$ cat src/rtl/network_interface.sv
// Mesh network interface: credit-based flit injection toward the local router port and a
// first-word-fall-through ejection FIFO toward the core, with sticky overflow flags.
module network_interface #(
    parameter logic [7:0] MY_ADDR   = 8'h00,
    parameter int         CREDITS   = 4,
    parameter int         RXQ_DEPTH = 4
) (
    input  logic        clk,
    input  logic        rst,
    input  logic        tx_valid_i,
    input  logic [7:0]  tx_dest_i,
    input  logic [23:0] tx_data_i,
    output logic        tx_ready_o,
    output logic [31:0] inj_flit_o,
    output logic        inj_valid_o,
    input  logic        credit_i,
    input  logic [31:0] ej_flit_i,
    input  logic        ej_valid_i,
    output logic        l_incr_o,
    output logic        rx_valid_o,
    output logic [23:0] rx_data_o,
    input  logic        rx_ready_i,
    output logic [1:0]  err_o
);

    localparam int CW = $clog2(CREDITS + 1);
    localparam int AW = $clog2(RXQ_DEPTH);
    localparam logic [CW-1:0] CRED_MAX = CW'(CREDITS);
    localparam logic [AW:0]   RXQ_FULL = (AW + 1)'(RXQ_DEPTH);

    // Self-addressed flits take the normal injection path; the ejected header is already
    // routed here, so neither the node address nor the header byte steers any logic.
    logic unused_hdr;
    assign unused_hdr = ^{ej_flit_i[31:24], MY_ADDR};

    function automatic logic [CW-1:0] credit_next(input logic [CW-1:0] cnt,
                                                  input logic          take,
                                                  input logic          give);
        logic [CW-1:0] res;
        res = cnt;
        if (take && !give) begin
            res = cnt - CW'(1);
        end else if (give && !take && (cnt != CRED_MAX)) begin
            res = cnt + CW'(1);
        end
        return res;
    endfunction

    function automatic logic [AW-1:0] ptr_inc(input logic [AW-1:0] ptr);
        return ptr + AW'(1);
    endfunction

    logic [CW-1:0] cred_q, cred_d;
    logic          inj_valid_q, inj_valid_d;
    logic [31:0]   inj_flit_q, inj_flit_d;
    logic          l_incr_q, l_incr_d;
    logic [1:0]    err_q, err_d;
    logic [AW-1:0] wr_ptr_q, wr_ptr_d;
    logic [AW-1:0] rd_ptr_q, rd_ptr_d;
    logic [AW:0]   rx_cnt_q, rx_cnt_d;
    logic [23:0]   rxq_mem_q [RXQ_DEPTH];

    logic accept, pop, push, drop, cred_ovf, rx_empty, rx_full;

    assign tx_ready_o = rst && (cred_q != '0);
    assign accept     = tx_valid_i && tx_ready_o;
    assign cred_ovf   = rst && credit_i && !accept && (cred_q == CRED_MAX);

    assign rx_empty   = (rx_cnt_q == '0);
    assign rx_full    = (rx_cnt_q == RXQ_FULL);
    assign pop        = rst && !rx_empty && rx_ready_i;
    // A full FIFO still takes the new flit when the head leaves in the same cycle.
    assign push       = rst && ej_valid_i && (!rx_full || pop);
    assign drop       = rst && ej_valid_i && rx_full && !pop;

    always_comb begin
        cred_d      = credit_next(cred_q, accept, credit_i);
        inj_valid_d = accept;
        inj_flit_d  = inj_flit_q;
        l_incr_d    = pop;
        err_d       = err_q | {cred_ovf, drop};
        wr_ptr_d    = wr_ptr_q;
        rd_ptr_d    = rd_ptr_q;
        rx_cnt_d    = rx_cnt_q;
        if (accept) begin
            inj_flit_d = {tx_dest_i, tx_data_i};
        end
        if (push) begin
            wr_ptr_d = ptr_inc(wr_ptr_q);
        end
        if (pop) begin
            rd_ptr_d = ptr_inc(rd_ptr_q);
        end
        if (push && !pop) begin
            rx_cnt_d = rx_cnt_q + (AW + 1)'(1);
        end else if (pop && !push) begin
            rx_cnt_d = rx_cnt_q - (AW + 1)'(1);
        end
    end

    always_ff @(posedge clk) begin
        if (!rst) begin
            cred_q      <= CRED_MAX;
            inj_valid_q <= 1'b0;
            inj_flit_q  <= '0;
            l_incr_q    <= 1'b0;
            err_q       <= '0;
            wr_ptr_q    <= '0;
            rd_ptr_q    <= '0;
            rx_cnt_q    <= '0;
        end else begin
            cred_q      <= cred_d;
            inj_valid_q <= inj_valid_d;
            inj_flit_q  <= inj_flit_d;
            l_incr_q    <= l_incr_d;
            err_q       <= err_d;
            wr_ptr_q    <= wr_ptr_d;
            rd_ptr_q    <= rd_ptr_d;
            rx_cnt_q    <= rx_cnt_d;
        end
    end

    // Payload storage carries no reset; occupancy alone decides what is visible.
    always_ff @(posedge clk) begin
        if (push) begin
            rxq_mem_q[wr_ptr_q] <= ej_flit_i[23:0];
        end
    end

    assign inj_valid_o = inj_valid_q;
    assign inj_flit_o  = inj_flit_q;
    assign l_incr_o    = l_incr_q;
    assign err_o       = err_q;
    assign rx_valid_o  = !rx_empty;
    assign rx_data_o   = rx_empty ? '0 : rxq_mem_q[rd_ptr_q];

endmodule

$ cat config.mk
export PLATFORM = sky130hd
export DESIGN_NAME = network_interface
export DESIGN_NICKNAME = d
export VERILOG_FILES = /design/src/rtl/network_interface.sv
export SDC_FILE = /design/constraint.sdc
export NUM_CORES = 1
export LEC_CHECK = 0
export CORE_MARGIN = 3
export CORE_UTILIZATION = 49
export DETAILED_ROUTE_END_ITERATION = 8
export DONT_BUFFER_PORTS = 1
export SLEW_MARGIN = 0
export SYNTH_ARGS = -nofsm -noshare
export SYNTH_HDL_FRONTEND = slang
export SYNTH_SLANG_ARGS = --single-unit
$ cat constraint.sdc
create_clock -name clk -period 2.91 [get_ports clk]
set_input_delay 0.1455 -clock clk [delete_from_list [all_inputs] [get_ports clk]]
set_output_delay 0.1455 -clock clk [all_outputs]
set_load 0.02 [all_outputs]
==> reports/metrics.cfg <==
[finish]
syn2layout_area_growth_pct = 26.3
fin_nets = 537
diodes = 0
final_common_cell = edfxtp_1
drive_gt1_frac = 0.144
final_cell_mix = edfxtp_1 (96), dlygate4sd3_1 (80), nand2_1 (67), dfxtp_1 (47), o21ai_0 (34)
instances_no_fill = 613

[synthesis]
syn_nets = 458
seq_area_frac_synth = 0.692
synth_area_leaders = edfxtp_1 (52%), dfxtp_1 (17%), mux4_2 (9.7%)
synth_area_um2 = 5550
synth_flop_cell = edfxtp_1
yosys.area.top_type = edfxtp_1
synth_seq_cells = 144
yosysTopAreaCellShare = 0.519
avgSynthCellArea_um2 = 14.6
synth_cells = 381
yosysWarnings = 0
synth-edff-count = 96
synth_cell_types = 39
synthArstFlopShare = 0

[setup_path]
crit_fanout = 6
cp.required_ns = 3.25
reg2reg_from = rx_cnt_q[0]
worst_setup_path_end_kind = flip-flop
reg2regPathDepth = 9
reg2reg_slack_ns = 0.67
cp-startpoint = rx_cnt_q[0]
cp.arrival_ns = 2.57
crit_type = flip-flop to flip-flop
rr_endpoint = rx_cnt_q[2]
worstSetupStartpointType = flip-flop

[timing]
worst_pin_slew_ns = 0.705
finalClockSkew_ns = 0.00508
rsz0062_at_grt = false
fin_crit_ns = 2.24
finalHoldViolations = 0
slew_viol_final = 0
fin_crit_sh = 0.768
timing.setup.tns_ns = 0
finalSetupViolCount = 0
timing.fmax_mhz = 447
slew-limit-headroom = 0.528

[outcome]
outcome = complete, no violations

[route]
totalWireLength_um = 11200
first_iter_violations = 201
drc = 0
num_vias = 3273
routedWlPerCell_um = 18.3
drt-vias-per-instance = 5.34
drtAntennaViolNets = 0
drtPass1Iterations = 5

[power]
power.switching_uw = 1540
pwr-share-comb = 0.179
peakVddDrop_uv = 410
seq_power_share = 0.447
cellPowerDensity_nw_per_um2 = 786
power.total_uw = 5520
power.leakage_uw = 0.00247
sw_frac_of_total = 0.280
pwr-share-clk = 0.375
p_int_uw = 3970

[place]
hpwlAfterDp_um = 6130
portBuffers = 0
dpl.cell_count = 501
gp_congestion = 0.696

[clocking]
cts_buffers = 17
cts_tree = built
post_cts_buffers = 0
post_cts_resized = 0
cts_sinks = 144
clk_latency_ns = 0.41
cts_max_level = 4
clk_path_buf_depth = 2
path_clk_slew_ns = 0.06
hold_buffers = 80
cts_root_buf = clkbuf_16

[floorplan]
io_pins = 132
core_area_um2 = 10900
dieWidth_um = 112
initial_core_util = 0.508
fp.dieH_um = 112
rows = 38
die_area_um2 = 12600

[hold_path]
hold_path_startpoint = rx_ready_i
min_to = wr_ptr_q[1]
min_path_type = input pin to flip-flop
hold_depth = 3

[global_routing]
grt_pass1_vias = 3528
grt_pass1_wl_um = 18400
grt_antenna_before_repair = 0
grt_max_degree = 66
overflow = 0
grt_usage = 0.192

[job]
cap_violations = 0

[area by class of cell]
type	count	area [µm²]
Fill cell	813	3920
Sequential cell	144	3840
Multi-Input combinational cell	204	1560
Timing Repair Buffer	83	823
Clock buffer	17	425
Tap cell	140	175
Clock inverter	15	145
Inverter	10	37.5
[layer usage]
metal / GRT usage / vias to the layer above / wire length [µm]
met5: 0 / - / 0
met1: 0.232 / 1614 / 4590
met2: 0.315 / 101 / 5660
met3: 0.0658 / 18 / 727
li1: - / 1540 / -
met4: 0.0857 / 0 / 214
[cells in the mapped netlist (all sizes together), types with 3 or more instances]
cell,instances
a21oi,4
and2,26
and3,4
buf,15
clkbuf,8
dfxtp,48
edfxtp,96
ha,5
inv,10
mux2i,3
mux4,24
nand2,67
nor2,9
o21ai,34
xor2,4
[power groups by stage]
stage	combinational, µW	sequential (µW)	clock [µW]
finish	986	2460	2070
global route	1080	2480	2210
CTS	1000	2460	2100
detailed placement	884	2510	0
global placement	864	2500	0
floorplan	774	2470	0
[state kept, by name (all words and copies together), names as in the netlist, named ones only]
name,cells
err_o,2
rd_ptr_q,2
rx_cnt_q,3
inj_flit_o,32
rxq_mem_q,96
inj_valid_o,1
wr_ptr_q,2
l_incr_o,1
cred_q,3
[stage by stage]
stage                      util  setup WS (ns)  instance area [µm²]  hold WS (ns)
after global routing      0.641          0.475                 7010        0.0940
after detailed placement  0.516          0.668                 5640         0.245
final                     0.641          0.675                 7010        0.0678
after CTS                 0.641          0.645                 7010        0.0504
after global placement    0.516          0.750                 5640         0.245
after floorplan               -          0.789                 5550         0.244
[cell families after synthesis]
family | Yosys count | share of synthesized area
compound gates | 49 | 0.0520
flops | 144 | 0.692
fa+ha+maj | 7 | 0.0185
simple gates | 116 | 0.100
xor+xnor | 5 | 0.00788
buf+inv | 33 | 0.0268
mux | 27 | 0.103
[critical path, stage by stage, from the launching register on]
cell	delay, ns
dfxtp_1	0.37
o31ai_1	0.38
nor2_1	0.11
inv_1	0.08
ha_1	0.18
inv_1	0.06
fa_1	0.37
xor2_1	0.16
or3_1	0.31
a21oi_1	0.14
[worst max path at each step]
stage                             end  depth (start not counted)
after global placement    rx_cnt_q[2]                          9
after detailed placement  rx_cnt_q[2]                          9
after global routing      rx_cnt_q[2]                          9
after floorplan           rx_cnt_q[2]                          9
final                     rx_cnt_q[2]                          9
after CTS                 rx_cnt_q[2]                          9
No activity file was read; power rests on OpenSTA's default activity.
